$ cat config.mk
export PLATFORM = sky130hd
export DESIGN_NAME = lcd_byte_writer_flat
export DESIGN_NICKNAME = d
export VERILOG_FILES = /design/src/rtl/lcd_pkg.sv /design/src/rtl/lcd_byte_writer_if.sv /design/src/rtl/lcd_delay_counter.sv /design/src/rtl/lcd_byte_writer.sv /design/src/flat_wrapper.sv
export SDC_FILE = /design/constraint.sdc
export NUM_CORES = 1
export LEC_CHECK = 0
export CAP_MARGIN = 15
export CORE_ASPECT_RATIO = 0.75
export CORE_UTILIZATION = 55
export CTS_CLUSTER_DIAMETER = 30
export DETAILED_ROUTE_END_ITERATION = 12
export PLACE_DENSITY = 0.78
export RECOVER_POWER = 100
export SYNTH_ARGS = -nofsm -noshare
export SYNTH_HDL_FRONTEND = slang
export SYNTH_SLANG_ARGS = --single-unit
export TNS_END_PERCENT = 10
$ cat constraint.sdc
create_clock -name clk -period 6.1 [get_ports clk]
set_input_delay 1.525 -clock clk [delete_from_list [all_inputs] [get_ports clk]]
set_output_delay 1.525 -clock clk [all_outputs]
set_load 0.005 [all_outputs]
$ cat src/rtl/lcd_pkg.sv
// Shared definitions for the HD44780 4-bit LCD path: state encoding, default
// timing (clocks at 50 MHz), command codes and delay-counter width.
`default_nettype none

package lcd_pkg;

   localparam int unsigned LCD_DLY_W = 17;

   localparam int unsigned LCD_T_SETUP       = 2;
   localparam int unsigned LCD_T_E_HIGH      = 12;
   localparam int unsigned LCD_T_NIBBLE_GAP  = 50;
   localparam int unsigned LCD_T_CMD_WAIT    = 2000;
   localparam int unsigned LCD_T_CLEAR_WAIT  = 82000;

   localparam logic [7:0] LCD_CMD_CLEAR = 8'h01;
   localparam logic [7:0] LCD_CMD_HOME  = 8'h02;

   localparam logic [2:0] WR_IDLE     = 3'd0;
   localparam logic [2:0] WR_HI_SETUP = 3'd1;
   localparam logic [2:0] WR_HI_PULSE = 3'd2;
   localparam logic [2:0] WR_GAP      = 3'd3;
   localparam logic [2:0] WR_LO_SETUP = 3'd4;
   localparam logic [2:0] WR_LO_PULSE = 3'd5;
   localparam logic [2:0] WR_WAIT     = 3'd6;

   // Home ignores bit 0, so 8'h03 is a home command as well.
   function automatic logic is_clear_home(input logic [7:0] data, input logic rs);
      return !rs && ((data == LCD_CMD_CLEAR) || ({data[7:1], 1'b0} == LCD_CMD_HOME));
   endfunction

endpackage

`default_nettype wire

$ cat src/rtl/lcd_byte_writer_if.sv
// Byte-level valid/ready channel between a producer and lcd_byte_writer.
`default_nettype none

interface lcd_byte_writer_if;
   logic       byte_valid;
   logic [7:0] byte_data;
   logic       byte_rs;
   logic       byte_ready;

   modport master (output byte_valid, output byte_data, output byte_rs, input byte_ready);
   modport slave  (input byte_valid, input byte_data, input byte_rs, output byte_ready);
endinterface

`default_nettype wire

$ cat src/rtl/lcd_delay_counter.sv
// Loadable down-counter that saturates at zero; done is high while at zero.
`default_nettype none

module lcd_delay_counter
   import lcd_pkg::*;
#(
   parameter int unsigned W = LCD_DLY_W
) (
   input  wire logic         clk,
   input  wire logic         rst_n,
   input  wire logic         load,
   input  wire logic [W-1:0] load_val,
   output logic              done
);

   logic [W-1:0] count;

   always_ff @(posedge clk or negedge rst_n) begin
      if (!rst_n) begin
         count <= '0;
      end else if (load) begin
         count <= load_val;
      end else if (count != '0) begin
         count <= count - 1'b1;
      end
   end

   assign done = (count == '0);

endmodule

`default_nettype wire

$ cat src/rtl/lcd_byte_writer.sv
// Writes one command/character byte to an HD44780 LCD as two 4-bit nibbles.
// Optional macro LCD_WRITER_CLEAR_DETECT_EN: long post-byte wait for clear/home.
`default_nettype none

module lcd_byte_writer
   import lcd_pkg::*;
#(
   parameter int unsigned T_SETUP      = LCD_T_SETUP,
   parameter int unsigned T_E_HIGH     = LCD_T_E_HIGH,
   parameter int unsigned T_NIBBLE_GAP = LCD_T_NIBBLE_GAP,
   parameter int unsigned T_CMD_WAIT   = LCD_T_CMD_WAIT,
   parameter int unsigned T_CLEAR_WAIT = LCD_T_CLEAR_WAIT
) (
   input  wire logic         clk,
   input  wire logic         rst_n,
   input  wire logic         init_done,
   lcd_byte_writer_if.slave  byte_if,
   output logic              busy,
   output logic              lcd_e,
   output logic              lcd_rs,
   output logic              lcd_rw,
   output logic [3:0]        lcd_d
);

   localparam logic [LCD_DLY_W-1:0] SETUP_LD = LCD_DLY_W'(T_SETUP - 1);
   localparam logic [LCD_DLY_W-1:0] E_LD     = LCD_DLY_W'(T_E_HIGH - 1);
   localparam logic [LCD_DLY_W-1:0] GAP_LD   = LCD_DLY_W'(T_NIBBLE_GAP - 1);
   localparam logic [LCD_DLY_W-1:0] CMD_LD   = LCD_DLY_W'(T_CMD_WAIT - 1);
`ifdef LCD_WRITER_CLEAR_DETECT_EN
   localparam logic [LCD_DLY_W-1:0] CLEAR_LD = LCD_DLY_W'(T_CLEAR_WAIT - 1);
`endif

   logic [2:0]           state;
   logic [2:0]           next_state;
   logic                 cnt_load;
   logic [LCD_DLY_W-1:0] cnt_val;
   logic                 cnt_done;
   logic [LCD_DLY_W-1:0] wait_ld;
   logic                 accept;
   logic                 ready_q;
   logic [7:0]           data_q;
   logic                 rs_q;
   logic                 e_nxt;
   logic                 rs_nxt;
   logic [3:0]           d_nxt;

   assign accept = byte_if.byte_valid && ready_q;

`ifdef LCD_WRITER_CLEAR_DETECT_EN
   assign wait_ld = is_clear_home(data_q, rs_q) ? CLEAR_LD : CMD_LD;
`else
   assign wait_ld = CMD_LD;
`endif

   lcd_delay_counter #(.W(LCD_DLY_W)) u_dly (
      .clk      (clk),
      .rst_n    (rst_n),
      .load     (cnt_load),
      .load_val (cnt_val),
      .done     (cnt_done)
   );

   always_ff @(posedge clk or negedge rst_n) begin
      if (!rst_n) begin
         state  <= WR_IDLE;
         data_q <= 8'h00;
         rs_q   <= 1'b0;
      end else begin
         state <= next_state;
         if (accept) begin
            data_q <= byte_if.byte_data;
            rs_q   <= byte_if.byte_rs;
         end
      end
   end

   always_comb begin
      next_state = state;
      cnt_load   = 1'b0;
      cnt_val    = '0;
      case (state)
         WR_IDLE: if (accept) begin
            next_state = WR_HI_SETUP; cnt_load = 1'b1; cnt_val = SETUP_LD;
         end
         WR_HI_SETUP: if (cnt_done) begin
            next_state = WR_HI_PULSE; cnt_load = 1'b1; cnt_val = E_LD;
         end
         WR_HI_PULSE: if (cnt_done) begin
            next_state = WR_GAP; cnt_load = 1'b1; cnt_val = GAP_LD;
         end
         WR_GAP: if (cnt_done) begin
            next_state = WR_LO_SETUP; cnt_load = 1'b1; cnt_val = SETUP_LD;
         end
         WR_LO_SETUP: if (cnt_done) begin
            next_state = WR_LO_PULSE; cnt_load = 1'b1; cnt_val = E_LD;
         end
         WR_LO_PULSE: if (cnt_done) begin
            next_state = WR_WAIT; cnt_load = 1'b1; cnt_val = wait_ld;
         end
         WR_WAIT: if (cnt_done) begin
            next_state = WR_IDLE;
         end
         default: next_state = WR_IDLE;
      endcase
   end

   // Pin values follow the current state, so pins lag state entry by one clock.
   always_comb begin
      e_nxt  = (state == WR_HI_PULSE) || (state == WR_LO_PULSE);
      rs_nxt = lcd_rs;
      d_nxt  = lcd_d;
      case (state)
         WR_HI_SETUP: begin
            rs_nxt = rs_q;
            d_nxt  = data_q[7:4];
         end
         WR_LO_SETUP: d_nxt = data_q[3:0];
         default: ;
      endcase
   end

   // Handshake flags look ahead at next_state so ready returns on the IDLE entry edge.
   always_ff @(posedge clk or negedge rst_n) begin
      if (!rst_n) begin
         lcd_e   <= 1'b0;
         lcd_rs  <= 1'b0;
         lcd_d   <= 4'h0;
         ready_q <= 1'b0;
         busy    <= 1'b0;
      end else begin
         lcd_e   <= e_nxt;
         lcd_rs  <= rs_nxt;
         lcd_d   <= d_nxt;
         ready_q <= (next_state == WR_IDLE) && init_done;
         busy    <= (next_state != WR_IDLE);
      end
   end

   assign byte_if.byte_ready = ready_q;
   assign lcd_rw             = 1'b0;

endmodule

`default_nettype wire

$ cat src/flat_wrapper.sv
// flat-port wrapper written by rule: the top's interface ports become plain ports
module lcd_byte_writer_flat import lcd_pkg::*;
#(
   parameter int unsigned T_SETUP      = LCD_T_SETUP,
   parameter int unsigned T_E_HIGH     = LCD_T_E_HIGH,
   parameter int unsigned T_NIBBLE_GAP = LCD_T_NIBBLE_GAP,
   parameter int unsigned T_CMD_WAIT   = LCD_T_CMD_WAIT,
   parameter int unsigned T_CLEAR_WAIT = LCD_T_CLEAR_WAIT
)
  (clk, rst_n, init_done, busy, lcd_e, lcd_rs, lcd_rw, lcd_d, byte_if_byte_valid, byte_if_byte_data, byte_if_byte_rs, byte_if_byte_ready);
  lcd_byte_writer_if byte_if_i ();
  input  wire logic clk;
  input  wire logic rst_n;
  input  wire logic init_done;
  output logic busy;
  output logic lcd_e;
  output logic lcd_rs;
  output logic lcd_rw;
  output logic [3:0] lcd_d;
  input wire logic [$bits(byte_if_i.byte_valid)-1:0] byte_if_byte_valid;
  input wire logic [$bits(byte_if_i.byte_data)-1:0] byte_if_byte_data;
  input wire logic [$bits(byte_if_i.byte_rs)-1:0] byte_if_byte_rs;
  output wire logic [$bits(byte_if_i.byte_ready)-1:0] byte_if_byte_ready;
  assign byte_if_i.byte_valid = byte_if_byte_valid;
  assign byte_if_i.byte_data = byte_if_byte_data;
  assign byte_if_i.byte_rs = byte_if_byte_rs;
  assign byte_if_byte_ready = byte_if_i.byte_ready;
  lcd_byte_writer #(.T_SETUP(T_SETUP), .T_E_HIGH(T_E_HIGH), .T_NIBBLE_GAP(T_NIBBLE_GAP), .T_CMD_WAIT(T_CMD_WAIT), .T_CLEAR_WAIT(T_CLEAR_WAIT)) u_core (.clk(clk), .rst_n(rst_n), .init_done(init_done), .byte_if(byte_if_i), .busy(busy), .lcd_e(lcd_e), .lcd_rs(lcd_rs), .lcd_rw(lcd_rw), .lcd_d(lcd_d));
endmodule
Yosys cells after proc, flatten, opt, wreduce, memory -nomap -nowiden. Index checks and enable logic that the tools add are counted.

Register bits after elaboration: 37. Bits in latches: 0. Bits in writable memories: 0. Memory bits (read-only): 0. Input port bits: 13. Output and inout port bits: 9. Logic and storage cells: 48. Memories: 0.

Add/sub/neg operators: 1. $mul: 0. Div/mod/pow operators: 0. Order comparisons: 0. Equality and inequality tests: 6. Shift-type cells: 0. Multiplexer cells: 20. Bitwise logic cells: 0. Reductions and logical operators: 12.

Operator list (count): $pmux W17 S5 (1); $mux W17 (2); $mux W3 (7); $pmux W3 S7 (1); $logic_not A17 Y1 (1); $reduce_bool A17 Y1 (1); $sub A17 B1 Y17 const B (1); $mux W11 (1); $eq A3 B3 Y1 const B (3); $pmux W4 S2 (1); $eq A3 B2 Y1 const B (2); $logic_not A3 Y1 (2); $mux W6 (1); $reduce_or A5 Y1 (1); $mux W1 (4); $mux W4 (1); $reduce_bool A2 Y1 (2); $eq A3 B1 Y1 const B (1); $reduce_bool A3 Y1 (1); $logic_and A1 B1 Y1 (2); $pmux W1 S2 (1); $reduce_or A2 Y1 (1); $logic_or A1 B1 Y1 (1).

Logic depth before layout (Yosys ltp).
Word-level depth: 5. Mapped depth: 7. Gate-level depth less buffers: 6.

By module. A second synthesis with hierarchy kept.

Cells, all modules: 186. Area total of the unflattened synthesis: 1961.9 µm².

By module, submodules not included: lcd_delay_counter (times used 1, cells an instance 109, area each 1033.5 µm², sequential area each 425.4 µm²); lcd_byte_writer (times used 1, cells an instance 77, area each 928.4 µm², sequential area each 500.5 µm²).

Worst setup path before layout. No wires, ideal clock.

Path type: input-to-reg. From: input port byte_if_byte_valid. To: register u_core.data_q[0]. Library setup time: 0.125 ns. Arrival: 2.317 ns. Slack: 3.659 ns. Cell stages on the path: 3. Buffers on the path: 1. Cells stage by stage: nand2_1 > buf_1 > mux2_2.

Cells in the longest elaborated chain, start to end: 1.

Ends and longest elaborated chain: start: declaration (RTL line flat_wrapper.sv:20) `input wire logic [$bits(byte_if_i.byte_valid)-1:0] byte_if_byte_valid;`; $logic_and A1 B1 Y1 (RTL line lcd_byte_writer.sv:47) `assign accept = byte_if.byte_valid && ready_q;`; end signal: assignment (RTL line lcd_byte_writer.sv:71) `data_q <= byte_if.byte_data;`; end: declaration (RTL line lcd_byte_writer.sv:41) `logic [7:0] data_q;`.

Every way passes these cells. A chain may end at the register's enable or synchronous reset.

==> impl_results.md <==
- Status: complete, but fails checks
- Failing checks: design-rule violations, max-capacitance violations, max-slew violations
- Crit-path max FO: 37
- Synth Flop Type: dfrtp_1
- Syn_area_per_cell: 9.85 um2
- Synth Instances: 200
- Seq cells post-synth: 37
- Mapped Nets: 215
- Crit path time final: 3.45 ns
- Seq/Total Area, Yosys: 0.470
- Synth top area share: 0.470
- Post-synth EDFFs: 0
- Count leader, synth: dfrtp_1
- Die width: 71.1 um
- IO Pins: 22
- Dpl ws: 2.98 ns
- Setup-failing EPs final: 0
- CTS Hold Buffers Added: 0
- Tot GR Track Use: 0.236
- Postcts setup bufs: 0
- Hold path depth: 1
- Critical Path AT: 3.46 ns
- Dpl cells: 248
- Fraction of registers with async set/reset: 1.00
- Growth of design area from synthesis to finish: 12.5%
- Vias per cell: 6.29
- CP Capture Type: asynchronous set/reset pin
- P_leak: 0.978 nW
- Slowest library cell on the worst path: clkbuf_1
- Initial Util: 0.587
- CTS tree: built
- Max-slew headroom: -0.307
- CP Depth: 2
- Residual DRC: 3
- Non-Filler Instances: 255
- Final ANT Viol Nets: 0
- Yosys warning total: 0
- Final nets: 230
- Max Cap Viol: 2
- CTS Buffer Depth: 2
- Core area: 3360 um2
- HP Class: reg2reg
- Final wirelength: 4.11 mm
- Slew @ Worst Pin: 1.96 ns
- Die height: 53.8 um
- Latest clock arrival within the worst-skew pair: 0.28 ns
- Fmax achieved: 0.289 GHz
- Drt first pass iters: 9
- Final Hold Fails: 0
- Post-Syn Area: 1970 um2
- Sink Count: 37
- Crit path kind: in2async
- Layout cells sized above 1: 0.0977
- VDD IR max: 144 uV
- Final Max Tran Viols: 52
- Cell family with most CP delay: buffers and inverters
- Hold_ws: 0.511 ns
- Pin count of the biggest net entering global routing: 38
- Wire per inst: 16.1 um
- Total power: 438 uW
- R2R cell count: 6
- CP max stage delay: 1.40 ns
- CTS clock-pin slew for the worst setup and hold paths: 0.06 ns
- Final WS setup: 2.65 ns
- First-pass GRT wire length: 6.87 mm
- Site row count: 18
- Dominant cells by area after synthesis: dfrtp_1 (47%), a21oi_1 (5.8%), mux2_2 (5.7%)
- I/O Buffers: 20
- HPWL Detailed: 2.87 mm
- Cts repair resizes: 0
- DIE AREA: 3830 um2
- Top cells by count, synth: dfrtp_1 (37), a21oi_1 (23), nor2_1 (23)
- Period utilisation layout: 0.566
- Dominant cell type by area after synthesis: dfrtp_1
- Total grt overflow: 0
- Root buffer cell: clkbuf_8
- Type of origin of the critical path: input pin
- 1st-iter DRT viols: 143
- Power per Cell Area: 198 nW/um2
- ANT cells: 0
- Vias in the first global route: 1440
- Gpl congestion: 0.786
- Cts bufs inserted: 5
- Crit path buffers/inverters: 2
- Clock skew: 0.00404 ns
- Worst path required time: 6.10 ns
- Initial antenna violation count: 0
- Clock H-tree levels: 2
- Detailed-route via count: 1605
- Sum of negative setup slack: 0 ns
- RSZ-0062 raised after global routing: no
- CP cell instances: dlygate4sd3_1 -> clkbuf_1
- Synth cell types: 45
==> per-layer routing <==
| layer | wire (um) | GRT usage |
|---|---|---|
| met1 | 1950 | 0.329 |
| met2 | 1940 | 0.386 |
| met3 | 198 | 0.0562 |
| met4 | 20 | 0.0400 |
| met5 | 0 | 0 |
==> flip-flops by register name, summed over array words and instances (netlist names) <==
name and cells:
u_core.rs_q 1, u_core.u_dly.count 17, u_core.data_q 8, u_core.lcd_e 1
u_core.lcd_rs 1, u_core.state 3, u_core.byte_if.byte_ready 1, u_core.busy 1
u_core.lcd_d 4
==> stage by stage <==
| step | cell area [um2] | utilization |
|---|---|---|
| CTS | 2250 | 0.671 |
| finish | 2210 | 0.660 |
| global route | 2210 | 0.660 |
| floorplan | 1970 | - |
| detailed placement | 2160 | 0.645 |
| global placement | 2160 | 0.645 |
==> area by class of cell <==
cell class                 instances  area, um2
clock buffer                       7       86.3
inverter                           3       11.3
sequential                        37        926
multi-input combinational        147        937
tap                               40       50.0
fill                             275       1140
timing repair buffer              21        204
==> path summary, 6_finish.rpt <==
kind | startpoint | end | slack (ns)
min in group asynchronous | rst_n | u_core.u_dly.count[12]$_DFFE_PN0P_ | 2.33
hold reg to reg | u_core.rs_q$_DFFE_PN0P_ | u_core.rs_q$_DFFE_PN0P_ | 0.51
setup reg to reg | u_core.u_dly.count[0]$_DFFE_PN0P_ | u_core.state[2]$_DFF_PN0_ | 2.80
hold / removal | u_core.rs_q$_DFFE_PN0P_ | u_core.rs_q$_DFFE_PN0P_ | 0.51
max in group clk | u_core.u_dly.count[0]$_DFFE_PN0P_ | u_core.state[2]$_DFF_PN0_ | 2.80
setup / recovery | rst_n | u_core.data_q[1]$_DFFE_PN0P_ | 2.65
==> cells in the final DEF, fill, tap and decap left out, types with 3 or more instances in the layout <==
master,count
inv_1,3
nand2_1,8
nor4_1,5
dfrtp_1,37
nor2_1,23
o21ai_0,9
a211oi_1,5
nand3_1,5
or4_1,8
o31ai_1,5
a21oi_1,25
clkdlybuf4s50_1,10
mux2_2,10
dlygate4sd3_1,10
xnor2_1,7
nor3_1,4
clkbuf_8,6
o22ai_1,4
==> where the power goes <==
group	internal (mW)	switching, mW	leakage [nW]
Clock	0.0895	0.0766	0.0443
Sequential	0.249	0.00236	0.495
Combinational	0.0115	0.00896	0.439
==> logic make-up after synthesis <==
family,share of synthesized area
AND/OR/NAND/NOR,0.199
XOR/XNOR,0.0311
AO/OA/AOI/OAI,0.190
multiplexers,0.0572
adder cells (fa/ha/maj),0.0127
flip-flops,0.470
buffers and inverters,0.0375
other,0.00190
No activity file was read; power rests on OpenSTA's default activity.
